--- src/rtl/mc_ctrl_pkg.sv ---
// mc_ctrl_pkg: state encoding, RV32I opcodes and datapath select encodings for mc_control_fsm.
package mc_ctrl_pkg;
    typedef enum logic [3:0] {
        S_RST, S_IF, S_ID, S_EX_R, S_EX_I, S_EX_ADR, S_MEM_RD, S_MEM_WR,
        S_WB_ALU, S_WB_MEM, S_EX_BR, S_EX_JAL, S_EX_JALR, S_HALT
    } state_t;
    localparam logic [6:0] OP_R      = 7'b0110011;
    localparam logic [6:0] OP_I      = 7'b0010011;
    localparam logic [6:0] OP_LOAD   = 7'b0000011;
    localparam logic [6:0] OP_STORE  = 7'b0100011;
    localparam logic [6:0] OP_BRANCH = 7'b1100011;
    localparam logic [6:0] OP_JAL    = 7'b1101111;
    localparam logic [6:0] OP_JALR   = 7'b1100111;
    localparam logic [6:0] OP_ECALL  = 7'b1110011;
    localparam logic [1:0] ALU_ADD = 2'b00, ALU_BR = 2'b01, ALU_RF = 2'b10, ALU_IF = 2'b11;
    localparam logic [1:0] PC_ALU = 2'b00, PC_ALUOUT = 2'b01;
    localparam logic [1:0] M2R_ALUOUT = 2'b00, M2R_MDR = 2'b01, M2R_PC = 2'b10;
    localparam logic [1:0] A_PC = 2'b00, A_REG = 2'b01, A_OLDPC = 2'b10;
    localparam logic [1:0] B_REG = 2'b00, B_FOUR = 2'b01, B_IMM = 2'b10;
    typedef struct packed {
        logic       pc_write;
        logic       pc_write_cond;
        logic [1:0] pc_source;
        logic       i_or_d;
        logic       mem_read;
        logic       mem_write;
        logic       ir_write;
        logic [1:0] mem_to_reg;
        logic       reg_write;
        logic [1:0] alu_src_a;
        logic [1:0] alu_src_b;
        logic [1:0] alu_op;
        logic       is_halted;
    } ctrl_t;
endpackage

--- src/rtl/mc_control_fsm_if.sv ---
// mc_control_fsm_if: instruction-register/memory inputs and datapath controls of the multicycle control unit.
interface mc_control_fsm_if #(
    parameter int OPCODE_W = 7,
    parameter int ALUOP_W = 2
);
    logic [OPCODE_W-1:0] opcode;
    logic                mem_ready;
    logic                pc_write, pc_write_cond, i_or_d, mem_read, mem_write, ir_write, reg_write;
    logic [1:0]          pc_source, mem_to_reg, alu_src_a, alu_src_b;
    logic [ALUOP_W-1:0]  alu_op;
    logic                is_halted, err_illegal, err_timeout;
    logic [3:0]          state_o;
    modport master (
        input  opcode, mem_ready,
        output pc_write, pc_write_cond, pc_source, i_or_d, mem_read, mem_write, ir_write,
               mem_to_reg, reg_write, alu_src_a, alu_src_b, alu_op, is_halted,
               err_illegal, err_timeout, state_o
    );
    modport slave (
        output opcode, mem_ready,
        input  pc_write, pc_write_cond, pc_source, i_or_d, mem_read, mem_write, ir_write,
               mem_to_reg, reg_write, alu_src_a, alu_src_b, alu_op, is_halted,
               err_illegal, err_timeout, state_o
    );
endinterface

--- src/rtl/mc_ctrl_decode.sv ---
// mc_ctrl_decode: combinational state-to-control decoder (Moore outputs of the control FSM).
module mc_ctrl_decode
    import mc_ctrl_pkg::*;
(
    input  state_t state,
    output ctrl_t  ctl
);
    always_comb begin
        ctl = '0;
        unique case (state)
            S_IF: begin
                ctl.mem_read  = 1'b1;
                ctl.ir_write  = 1'b1;
                ctl.pc_write  = 1'b1;
                ctl.alu_src_a = A_PC;
                ctl.alu_src_b = B_FOUR;
                ctl.pc_source = PC_ALU;
            end
            S_ID: begin
                ctl.alu_src_a = A_OLDPC;
                ctl.alu_src_b = B_IMM;
                ctl.alu_op    = ALU_ADD;
            end
            S_EX_R: begin
                ctl.alu_src_a = A_REG;
                ctl.alu_src_b = B_REG;
                ctl.alu_op    = ALU_RF;
            end
            S_EX_I: begin
                ctl.alu_src_a = A_REG;
                ctl.alu_src_b = B_IMM;
                ctl.alu_op    = ALU_IF;
            end
            S_EX_ADR: begin
                ctl.alu_src_a = A_REG;
                ctl.alu_src_b = B_IMM;
            end
            S_MEM_RD: begin
                ctl.mem_read = 1'b1;
                ctl.i_or_d   = 1'b1;
            end
            S_MEM_WR: begin
                ctl.mem_write = 1'b1;
                ctl.i_or_d    = 1'b1;
            end
            S_WB_ALU: begin
                ctl.reg_write  = 1'b1;
                ctl.mem_to_reg = M2R_ALUOUT;
            end
            S_WB_MEM: begin
                ctl.reg_write  = 1'b1;
                ctl.mem_to_reg = M2R_MDR;
            end
            S_EX_BR: begin
                ctl.alu_src_a     = A_REG;
                ctl.alu_src_b     = B_REG;
                ctl.alu_op        = ALU_BR;
                ctl.pc_write_cond = 1'b1;
                ctl.pc_source     = PC_ALUOUT;
            end
            S_EX_JAL: begin
                ctl.pc_write   = 1'b1;
                ctl.pc_source  = PC_ALUOUT;
                ctl.reg_write  = 1'b1;
                ctl.mem_to_reg = M2R_PC;
            end
            S_EX_JALR: begin
                ctl.alu_src_a  = A_REG;
                ctl.alu_src_b  = B_IMM;
                ctl.pc_write   = 1'b1;
                ctl.reg_write  = 1'b1;
                ctl.mem_to_reg = M2R_PC;
            end
            S_HALT: ctl.is_halted = 1'b1;
            default: ;
        endcase
    end
endmodule

--- src/rtl/mc_control_fsm.sv ---
// mc_control_fsm: multicycle RV32I control FSM driving datapath enables/selects from its state.
// Define MEM_WAIT_EN to hold IF/MEM_RD/MEM_WR until mem_ready, with a WAIT_MAX stall timeout.
module mc_control_fsm
    import mc_ctrl_pkg::*;
#(
    parameter int                  OPCODE_W    = 7,
    parameter int                  ALUOP_W     = 2,
    parameter logic [OPCODE_W-1:0] HALT_OPCODE = OPCODE_W'(OP_ECALL),
    parameter int                  WAIT_MAX    = 15
) (
    input logic              clk,
    input logic              reset,
    mc_control_fsm_if.master bus
);
    state_t              state_q, state_d;
    logic                is_load_q, is_load_d, err_illegal_q, err_illegal_d;
    logic                mem_done, expired, if_gate;
    logic [OPCODE_W-1:0] op;
    ctrl_t               ctl;
    assign op = bus.opcode;
`ifdef MEM_WAIT_EN
    localparam int WAIT_W = $clog2(WAIT_MAX + 1);
    logic [WAIT_W-1:0] wait_q, wait_d;
    logic              err_timeout_q, err_timeout_d, mem_st;
    assign mem_st   = state_q == S_IF || state_q == S_MEM_RD || state_q == S_MEM_WR;
    assign mem_done = bus.mem_ready;
    // ready on the last allowed cycle still completes the access
    assign expired  = mem_st && !bus.mem_ready && wait_q == WAIT_W'(WAIT_MAX);
    assign if_gate  = state_q != S_IF || bus.mem_ready;
    assign bus.err_timeout = err_timeout_q;
`else
    assign mem_done = 1'b1;
    assign expired  = 1'b0;
    assign if_gate  = 1'b1;
    assign bus.err_timeout = 1'b0;
`endif
    always_comb begin
        state_d       = state_q;
        is_load_d     = is_load_q;
        err_illegal_d = err_illegal_q;
        unique case (state_q)
            S_RST:    state_d = S_IF;
            S_IF:     state_d = mem_done ? S_ID : expired ? S_HALT : state_q;
            S_ID: begin
                is_load_d     = op == OPCODE_W'(OP_LOAD);
                state_d       = op == OPCODE_W'(OP_R) ? S_EX_R :
                                op == OPCODE_W'(OP_I) ? S_EX_I :
                                (op == OPCODE_W'(OP_LOAD) || op == OPCODE_W'(OP_STORE)) ? S_EX_ADR :
                                op == OPCODE_W'(OP_BRANCH) ? S_EX_BR :
                                op == OPCODE_W'(OP_JAL) ? S_EX_JAL :
                                op == OPCODE_W'(OP_JALR) ? S_EX_JALR : S_HALT;
                err_illegal_d = err_illegal_q | (state_d == S_HALT && op != HALT_OPCODE);
            end
            S_EX_R, S_EX_I: state_d = S_WB_ALU;
            S_EX_ADR: state_d = is_load_q ? S_MEM_RD : S_MEM_WR;
            S_MEM_RD: state_d = mem_done ? S_WB_MEM : expired ? S_HALT : state_q;
            S_MEM_WR: state_d = mem_done ? S_IF : expired ? S_HALT : state_q;
            S_WB_ALU, S_WB_MEM, S_EX_BR, S_EX_JAL, S_EX_JALR: state_d = S_IF;
            default:  state_d = S_HALT;
        endcase
    end
`ifdef MEM_WAIT_EN
    always_comb begin
        wait_d        = (state_d != state_q || !mem_st) ? '0 : wait_q + 1'b1;
        err_timeout_d = err_timeout_q | expired;
    end
`endif
    always_ff @(posedge clk or posedge reset) begin
        if (reset) begin
            state_q       <= S_RST;
            is_load_q     <= 1'b0;
            err_illegal_q <= 1'b0;
`ifdef MEM_WAIT_EN
            wait_q        <= '0;
            err_timeout_q <= 1'b0;
`endif
        end else begin
            state_q       <= state_d;
            is_load_q     <= is_load_d;
            err_illegal_q <= err_illegal_d;
`ifdef MEM_WAIT_EN
            wait_q        <= wait_d;
            err_timeout_q <= err_timeout_d;
`endif
        end
    end
    mc_ctrl_decode u_decode (.state(state_q), .ctl(ctl));
    assign bus.pc_write      = ctl.pc_write & if_gate;
    assign bus.ir_write      = ctl.ir_write & if_gate;
    assign bus.pc_write_cond = ctl.pc_write_cond;
    assign bus.pc_source     = ctl.pc_source;
    assign bus.i_or_d        = ctl.i_or_d;
    assign bus.mem_read      = ctl.mem_read;
    assign bus.mem_write     = ctl.mem_write;
    assign bus.mem_to_reg    = ctl.mem_to_reg;
    assign bus.reg_write     = ctl.reg_write;
    assign bus.alu_src_a     = ctl.alu_src_a;
    assign bus.alu_src_b     = ctl.alu_src_b;
    assign bus.alu_op        = ALUOP_W'(ctl.alu_op);
    assign bus.is_halted     = ctl.is_halted;
    assign bus.err_illegal   = err_illegal_q;
    assign bus.state_o       = state_q;
endmodule

--- src/flat_wrapper.sv ---
// flat-port wrapper written by rule: the top's interface ports become plain ports
module mc_control_fsm_flat import mc_ctrl_pkg::*;
#(
    parameter int                  OPCODE_W    = 7,
    parameter int                  ALUOP_W     = 2,
    parameter logic [OPCODE_W-1:0] HALT_OPCODE = OPCODE_W'(OP_ECALL),
    parameter int                  WAIT_MAX    = 15
)
  (clk, reset, bus_opcode, bus_mem_ready, bus_pc_write, bus_pc_write_cond, bus_pc_source, bus_i_or_d, bus_mem_read, bus_mem_write, bus_ir_write, bus_mem_to_reg, bus_reg_write, bus_alu_src_a, bus_alu_src_b, bus_alu_op, bus_is_halted, bus_err_illegal, bus_err_timeout, bus_state_o);
  mc_control_fsm_if #(.OPCODE_W(OPCODE_W), .ALUOP_W(ALUOP_W)) bus_i ();
  input logic clk;
  input logic reset;
  input wire logic [$bits(bus_i.opcode)-1:0] bus_opcode;
  input wire logic [$bits(bus_i.mem_ready)-1:0] bus_mem_ready;
  output wire logic [$bits(bus_i.pc_write)-1:0] bus_pc_write;
  output wire logic [$bits(bus_i.pc_write_cond)-1:0] bus_pc_write_cond;
  output wire logic [$bits(bus_i.pc_source)-1:0] bus_pc_source;
  output wire logic [$bits(bus_i.i_or_d)-1:0] bus_i_or_d;
  output wire logic [$bits(bus_i.mem_read)-1:0] bus_mem_read;
  output wire logic [$bits(bus_i.mem_write)-1:0] bus_mem_write;
  output wire logic [$bits(bus_i.ir_write)-1:0] bus_ir_write;
  output wire logic [$bits(bus_i.mem_to_reg)-1:0] bus_mem_to_reg;
  output wire logic [$bits(bus_i.reg_write)-1:0] bus_reg_write;
  output wire logic [$bits(bus_i.alu_src_a)-1:0] bus_alu_src_a;
  output wire logic [$bits(bus_i.alu_src_b)-1:0] bus_alu_src_b;
  output wire logic [$bits(bus_i.alu_op)-1:0] bus_alu_op;
  output wire logic [$bits(bus_i.is_halted)-1:0] bus_is_halted;
  output wire logic [$bits(bus_i.err_illegal)-1:0] bus_err_illegal;
  output wire logic [$bits(bus_i.err_timeout)-1:0] bus_err_timeout;
  output wire logic [$bits(bus_i.state_o)-1:0] bus_state_o;
  assign bus_i.opcode = bus_opcode;
  assign bus_i.mem_ready = bus_mem_ready;
  assign bus_pc_write = bus_i.pc_write;
  assign bus_pc_write_cond = bus_i.pc_write_cond;
  assign bus_pc_source = bus_i.pc_source;
  assign bus_i_or_d = bus_i.i_or_d;
  assign bus_mem_read = bus_i.mem_read;
  assign bus_mem_write = bus_i.mem_write;
  assign bus_ir_write = bus_i.ir_write;
  assign bus_mem_to_reg = bus_i.mem_to_reg;
  assign bus_reg_write = bus_i.reg_write;
  assign bus_alu_src_a = bus_i.alu_src_a;
  assign bus_alu_src_b = bus_i.alu_src_b;
  assign bus_alu_op = bus_i.alu_op;
  assign bus_is_halted = bus_i.is_halted;
  assign bus_err_illegal = bus_i.err_illegal;
  assign bus_err_timeout = bus_i.err_timeout;
  assign bus_state_o = bus_i.state_o;
  mc_control_fsm #(.OPCODE_W(OPCODE_W), .ALUOP_W(ALUOP_W), .HALT_OPCODE(HALT_OPCODE), .WAIT_MAX(WAIT_MAX)) u_core (.clk(clk), .reset(reset), .bus(bus_i));
endmodule
--- config.mk ---
export PLATFORM = sky130hd
export DESIGN_NAME = mc_control_fsm_flat
export DESIGN_NICKNAME = d
export VERILOG_FILES = /design/src/rtl/mc_ctrl_pkg.sv /design/src/rtl/mc_control_fsm_if.sv /design/src/rtl/mc_ctrl_decode.sv /design/src/rtl/mc_control_fsm.sv /design/src/flat_wrapper.sv
export SDC_FILE = /design/constraint.sdc
export NUM_CORES = 1
export LEC_CHECK = 0
export CAP_MARGIN = 10
export CORE_AREA = 2 2 52 42
export CTS_CLUSTER_DIAMETER = 30
export DETAILED_ROUTE_END_ITERATION = 16
export DIE_AREA = 0 0 54 44
export MAX_ROUTING_LAYER = met4
export PLACE_DENSITY_LB_ADDON = 0.3
export SYNTH_ARGS = -nofsm -noshare
export SYNTH_HDL_FRONTEND = slang
export SYNTH_SLANG_ARGS = --single-unit
--- constraint.sdc ---
create_clock -name clk -period 1.4 [get_ports clk]
set_input_delay 0.21 -clock clk [delete_from_list [all_inputs] [get_ports clk]]
set_output_delay 0.21 -clock clk [all_outputs]
set_load 0.01 [all_outputs]
==> summary.md, run 1 <==
| Metric | Value |
|---|---|
| Run status | `finished, violations left` |
| Violated checks | `setup timing` |
| Buffer levels on the longest clock path | `2` |
| Top flip-flop cell by instance count after synthesis | `dfrtp_1` |
| Number of pins exceeding their max-slew limit in the final report | `0` |
| Number of vias per cell | `between 4 and 5` |
| Critical path type | `reg -> out` |
| Remaining antenna violation count | `0` |
| RSZ-0062 raised after global routing | `true` |
| Total instance count after detailed placement | `160` |
| Final setup margin | `-0.2891 ns` |
| Overall die area | `2376 sq um` |
| Die outline height | `44 um` |
| Setup clock skew after layout | `0.005246 ns` |
| Proportion of layout cells with a drive suffix above 1 | `0.5806` |
| Overall track demand over capacity in global routing | `0.2109` |
| Switching share of power | `0.4288` |
| Pin count of the biggest net entering global routing | `10` |
| Fraction of power consumed by sequential logic | `0.098` |
| Setup crit start | `u_core.bus.state_o[3]` |
| Reg-to-reg slack, setup | `-0.15 ns` |
| Largest driver fanout on the critical path | `3` |
| Final weighted congestion of routability-driven global placement | `0.8260` |
| Port Buf Inserts | `30` |
| Clock buffers created by TritonCTS | `3` |
| Gate power share | `0.850` |
| Clock-pin slew on the worst setup and hold paths | `0.04 ns` |
| Max IR drop VDD | `~1.1 mV` |
| Area Growth Syn to Fin | `129.6%` |
| Number of maximum-capacitance constraint violations | `0` |
| Final Net Count | `approximately 170` |
| Total wirelength of the detailed-routed design | `2413 um` |
| CTS sink cnt | `6` |
| Busiest metal layer after global routing | `met2` |
| DRC violation count after routing | `0` |
| Cell area after synthesis | `608.1 sq um` |
| Ant. Diodes | `0` |
| H-tree Lvls | `1` |
| Met1 usage | `0.2638` |
| Via count of the first global-routing pass | `789` |
| Slowest stage cell on the critical path | `or4b_4` |
| Max stage delay on crit path | `around 0.57 ns` |
| Remaining global-route overflow | `0` |
| Net switching power figure | `1.274 mW` |
| Achievable clock frequency | `around 590 MHz` |
| Via count | `866` |
| Met2 demand-to-capacity share in global routing | `0.3488` |
| Number of standard cells after synthesis | `86` |
| Root buf cell | `clkbuf_4` |
| Mean routed wirelength per cell | `13.48 um` |
| Initial core utilization | `0.3214` |
| Sequential share of the synthesized area | `0.2469` |
| Std-Cell Rows | `14` |
| Initial antenna violation count | `0` |
| Non-Filler Cell Area, Final | `1396 sq um` |
| Data arrival at the endpoint of the critical path | `1.48 ns` |
| Number of synthesized flops with an enable pin | `0` |
| DIE WIDTH | `approximately 54 um` |
| Clk_lat worst skew | `~0.24 ns` |
| Post-Layout Cell Count | `179` |
| Count of state elements after synthesis | `6` |
| Place WS | `-0.4201 ns` |
| Placed cell areas | `1105 sq um` |
| Wire length of the first global-routing pass | `3463 um` |
| GR Layer Usage met3 | `0.02414` |
| Area of the core | `1892 sq um` |
| Worst path cell trace | `or4b_4 -> inv_4 -> a31o_1 -> buf_2` |
| Class of the tightest hold or removal check | `in -> async` |
| Internal | `1.697 mW` |
| Avg Synthesized Cell Area | `7.071 sq um` |
| Source of the worst register-to-register timing path | `u_core.bus.state_o[3]` |
| Critical Path Source Type | `flip-flop` |
| Ys Warns | `0` |
| Synth async-reset ratio | `1.000` |
| Category of cells accounting for the largest share of critical-path delay | `simple AND/OR/NAND/NOR gates` |
| Clock tree from TritonCTS | `done` |
| Iteration-0 DRC Markers | `12` |
| Crit. End Element | `output port` |
| Initial DRT Pass Iterations | `4` |
| Post-synthesis cell type count | `34` |
| Portion of total power attributed to the clock network | `0.052` |
| Share of the clock period used by the worst path | `1.206` |
| Min cycle time layout | `1.689 ns` |
| Boundary pin count | `34` |
| Final Setup Violations | `19` |
| Data required time of the critical path | `around 1.2 ns` |
| Power Dens Cells | `2127 nW/um^2` |
| Number of hold violations in the final report | `0` |
| Static leakage power | `0.6895 nW` |
| DP Wirelength | `1470 um` |
| CTS Hold Bufs | `0` |
| Buf+Inv Stages, Crit Path | `2` |
## Yosys cell counts, types with 2 or more instances
| library cell | instances | share of area |
|---|---|---|
| nor2_1 | 15 | 0.093 |
| xor2_1 | 2 | 0.029 |
| o31a_1 | 2 | 0.029 |
| buf_4 | 2 | 0.025 |
| or4b_4 | 2 | 0.045 |
| inv_1 | 5 | 0.031 |
| dfrtp_1 | 6 | 0.25 |
| nand3_1 | 3 | 0.025 |
| nand2_1 | 11 | 0.068 |
| o21ai_1 | 4 | 0.033 |
| nand2b_1 | 3 | 0.031 |
| and3_1 | 2 | 0.021 |
| a21oi_1 | 4 | 0.033 |
| inv_2 | 2 | 0.012 |
| clkbuf_1 | 4 | 0.025 |
## metal layers
layer  share of wire  vias up  wire [um]
li1                -      435          -
met1            0.42      404       1025
met2            0.53       23       1276
met3           0.031        4         74
met4           0.015        0         36
met5               0        -          0
## sequential cells by signal, indices dropped and copies added, names as in the netlist
signal                  flops
u_core.bus.state_o          4
u_core.bus.err_illegal      1
u_core.is_load_q            1
## cell families (layout without fill, tap and decap cells)
kind of cell	count (synthesis)	in the layout	synth area share
AO/OA/AOI/OAI	18	18	0.2140
AND/OR/NAND/NOR	43	43	0.3683
flip-flops	6	6	0.2469
buffers and inverters	14	82	0.1008
other	1	2	0.006167
XOR/XNOR	2	2	0.02881
multiplexers	2	2	0.03498
## placed cells by master, fill, tap and decap left out, types with 2 or more instances in the layout
cell / synthesis / layout
a21oi_1: 4 / 2
a21oi_2: 0 / 2
buf_2: 1 / 13
buf_4: 2 / 25
buf_6: 0 / 19
buf_8: 0 / 2
clkbuf_4: 0 / 3
clkdlybuf4s15_1: 0 / 4
clkdlybuf4s50_1: 0 / 5
conb_1: 1 / 2
dfrtp_1: 6 / 5
dlygate4sd2_1: 0 / 4
inv_1: 5 / 4
inv_4: 0 / 2
nand2_1: 11 / 6
nand2_2: 0 / 3
nand2_4: 0 / 2
nand2b_4: 0 / 2
nand3_1: 3 / 2
nor2_1: 15 / 10
nor2_2: 0 / 2
nor2_4: 0 / 3
o21ai_1: 4 / 3
o31a_1: 2 / 2
or4b_4: 2 / 2
xor2_1: 2 / 2
## power by group through the flow
stage | clock [mW] | sequential (mW) | combinational, mW
3_3_place_gp | 0 | 0.270 | 1.78
6_report | 0.154 | 0.291 | 2.53
3_5_place_dp | 0 | 0.274 | 1.79
5_1_grt | 0.171 | 0.292 | 2.69
4_1_cts | 0.157 | 0.279 | 1.99
2_1_floorplan | 0 | 0.322 | 0.763
## layout make-up
cell class                 count  area, sq um
tap                           24        30.03
fill                         127        495.5
multi-input combinational     67        539.3
inverter                       7        31.28
sequential                     6        151.4
timing repair buffer          72        621.8
clock buffer                   3        22.52
## what timing repair did
action,4_1_cts,5_1_grt
resized for setup,100,37
setup buffers,9,5
endpoints found under the hold margin,0,0
gates cloned,2,0
setup endpoints to repair,24,24
pin swaps,12,8
## stage by stage
stage	setup TNS (ns)	util	hold WS (ns)	total power, mW
3_5_place_dp	-6.106	0.5840	0.4492	2.068
2_1_floorplan	-0.1407	-	0.0009591	1.085
4_1_cts	-2.051	0.6376	0.1961	2.422
6_report	-2.951	0.7381	0.1872	2.970
3_3_place_gp	-5.676	0.5840	0.4376	2.049
5_1_grt	-3.741	0.7381	0.2085	3.156
## path summary, 6_finish.rpt
| path | endpoint | depth (start not counted) |
|---|---|---|
| max in group asynchronous | u_core.bus.state_o[1] | 2 |
| min in group clk | u_core.is_load_q | 2 |
| min reg2reg | u_core.is_load_q | 2 |
| min | u_core.bus.state_o[3] | 2 |
| max | bus_alu_src_b[1] | 4 |
| max reg2reg | u_core.bus.state_o[1] | 4 |
Note: power is estimated with default switching activity, not from simulation.
==> inputs of run 2 (changes only) <==
--- a/config.mk
+++ b/config.mk
@@ -5,11 +5,11 @@
 export SDC_FILE = /design/constraint.sdc
 export NUM_CORES = 1
 export LEC_CHECK = 0
-export CAP_MARGIN = 10
-export CORE_AREA = 2 2 52 42
+export CAP_MARGIN = 20
+export CORE_AREA = 2 2 46 48
 export CTS_CLUSTER_DIAMETER = 30
 export DETAILED_ROUTE_END_ITERATION = 16
-export DIE_AREA = 0 0 54 44
+export DIE_AREA = 0 0 48 50
 export MAX_ROUTING_LAYER = met4
 export PLACE_DENSITY_LB_ADDON = 0.3
 export SYNTH_ARGS = -nofsm -noshare
==> summary.md, run 2 (synthesized netlist as in run 1, its figures left out) <==
| Metric | Value |
|---|---|
| Final setup margin | `-0.2903 ns (-0.001268 ns)` |
| Total wirelength of the detailed-routed design | `2202 um (-8.7%)` |
| Number of hold violations in the final report | `0 (unchanged)` |
| DRC violation count after routing | `0 (unchanged)` |
| Clock tree from TritonCTS | `done` |
| Achievable clock frequency | `591.6 MHz (about the same)` |
| Area of the core | `1902 sq um (+0.53%)` |
| Post-route setup TNS | `-2.983 ns (-0.03243 ns)` |
| Root buf cell | `clkbuf_4` |
| Flip-flop count of the largest register, all copies and words added | `4 (unchanged)` |
| Critical Path Source Type | `flip-flop` |
| Remaining antenna violation count | `0 (unchanged)` |
| Most common library cell in the layout ignoring fill and taps | `buf_4` |
| DIE WIDTH | `48 um (-11%)` |
| Non-Filler Cell Area, Final | `1310 sq um (-6.2%)` |
| Std-Cell Rows | `16 (+2)` |
| Static leakage power | `0.6823 nW (-1.1%)` |
| Area taken by multi-input logic gates | `491.7 sq um (-8.8%)` |
| Area Growth Syn to Fin | `115.4%` |
| Busiest metal layer after global routing | `met2` |
| Number of pins exceeding their max-slew limit in the final report | `0 (unchanged)` |
| Leading cell types in the layout, fill and taps excluded | `buf_4 (30), buf_2 (12), nor2_1 (11), buf_6 (9), nand2_1 (8)` |
| Share of the clock period used by the worst path | `1.207 (about the same)` |
| Remaining global-route overflow | `0 (unchanged)` |
| Clock buffers created by TritonCTS | `3 (unchanged)` |
| CTS sink cnt | `6 (unchanged)` |
| Final Setup Violations | `19 (unchanged)` |
| Violated checks | `setup timing` |
| Max IR drop VDD | `1.052 mV (-8.3%)` |
| DP Wirelength | `1510 um (+2.8%)` |
| CTS Hold Bufs | `0 (unchanged)` |
| Proportion of layout cells with a drive suffix above 1 | `0.5232 (-0.05747)` |
| Pin count of the biggest net entering global routing | `10 (unchanged)` |
| Die outline height | `50 um (+14%)` |
| Power Dens Cells | `2003 nW/um^2 (-5.9%)` |
| Data arrival at the endpoint of the critical path | `1.48 ns (about the same)` |
| Wire length of the first global-routing pass | `3670 um (+6.0%)` |
| Boundary pin count | `34 (unchanged)` |
| Final weighted congestion of routability-driven global placement | `0.8774 (+6.2%)` |
| Class of the tightest hold or removal check | `in -> async` |
| Ant. Diodes | `0 (unchanged)` |
| Largest driver fanout on the critical path | `9 (+6)` |
| Initial core utilization | `0.3197 (-0.001692)` |
| Initial antenna violation count | `0 (unchanged)` |
| Place WS | `-0.4290 ns (-0.008956 ns)` |
| Clk_lat worst skew | `0.24 ns (about the same)` |
| Layout filler cell count | `159 (+25%)` |
| Number of vias per cell | `4.848 (+0.21%)` |
| Port Buf Inserts | `30 (unchanged)` |
| RSZ-0062 raised after global routing | `true` |
| Placed cell areas | `1109 sq um (+0.34%)` |
| Core Util, Final | `0.6888 (-0.04928)` |
| GR Layer Usage met3 | `0.02198 (-0.002160)` |
| H-tree Lvls | `1 (unchanged)` |
| Mean routed wirelength per cell | `12.37 um (-8.2%)` |
| Met1 usage | `0.2210 (-0.04285)` |
| Clock-pin slew on the worst setup and hold paths | `0.05 ns (about the same)` |
| Total instance count after detailed placement | `163 (+1.9%)` |
| Iteration-0 DRC Markers | `6 (-6)` |
| Critical path type | `reg -> out` |
| Met2 demand-to-capacity share in global routing | `0.3800 (+0.03122)` |
| Min cycle time layout | `1.690 ns (+0.001268 ns)` |
| Initial DRT Pass Iterations | `4 (unchanged)` |
| Via count of the first global-routing pass | `893 (+13%)` |
| Number of maximum-capacitance constraint violations | `0 (unchanged)` |
| Crit. End Element | `output port` |
| FF+latch area | `151.4 sq um (unchanged)` |
| Buffer levels on the longest clock path | `2 (unchanged)` |
| Overall track demand over capacity in global routing | `0.2103 (-0.0006115)` |
| Setup clock skew after layout | `0.004312 ns (-0.0009341 ns)` |
| Data required time of the critical path | `1.19 ns (about the same)` |
| Run status | `finished, violations left` |
| Via count | `863 (-0.35%)` |
| Final Net Count | `163 (-2.4%)` |
| Post-Layout Cell Count | `178 (-0.56%)` |
| Overall die area | `2400 sq um (+1.0%)` |
==> run 2: routing by layer <==
| layer | vias up | wire length (um) |
|---|---|---|
| li1 | 426 | - |
| met1 | 398 | 814 |
| met2 | 37 | 1256 |
| met3 | 2 | 112 |
| met4 | 0 | 18 |
| met5 | - | 0 |
==> run 2: what timing repair did <==
item                                    CTS  global route
pin swaps                                 6             5
endpoints found under the hold margin     0             0
buffers inserted                          7             4
cloned                                    1             0
endpoints found under the setup margin   25            24
resized for setup                        86            23
==> run 2: final timing paths <==
check                                       from                     to  slack [ns]  depth (start not counted)
min in group clk                   bus_opcode[3]       u_core.is_load_q        0.44                          4
max in group asynchronous                  reset  u_core.bus.state_o[1]        1.00                          2
hold / removal                             reset  u_core.bus.state_o[2]        0.19                          2
setup reg to reg           u_core.bus.state_o[2]  u_core.bus.state_o[1]       -0.02                          3
setup / recovery           u_core.bus.state_o[0]      bus_mem_to_reg[1]       -0.29                          5
hold reg to reg                 u_core.is_load_q       u_core.is_load_q        0.47                          2
==> run 2: where the power goes <==
part | internal [mW] | leakage [nW] | total, mW | switching (mW)
Clock | 0.0967 | 0.0138 | 0.156 | 0.0591
Sequential | 0.234 | 0.0715 | 0.285 | 0.0511
Combinational | 1.19 | 0.597 | 2.18 | 0.990
Total | 1.52 | 0.682 | 2.62 | 1.10
==> run 2: critical path: stages (launching register included) <==
cell	delay, ns
dfrtp_1	0.40
buf_4	0.18
and3b_1	0.19
a21oi_2	0.12
nor2_1	0.05
dlygate4sd2_1	0.28
==> run 2: per-stage QoR <==
step / power [mW] / hold slack [ns]
after floorplan: 1.085 / 0.0009591
after global placement: 2.046 / 0.4401
after detailed placement: 2.068 / 0.4502
after CTS: 2.350 / 0.1997
after global routing: 2.829 / 0.2161
final: 2.624 / 0.1893
==> run 2: area by class of cell <==
class	instances	share of cell area
clock buffers	3	0.01719
inverters	7	0.02388
multi-input cells	67	0.3754
flip-flops and latches	6	0.1156
well taps	27	0.02579
repair buffers	68	0.4422
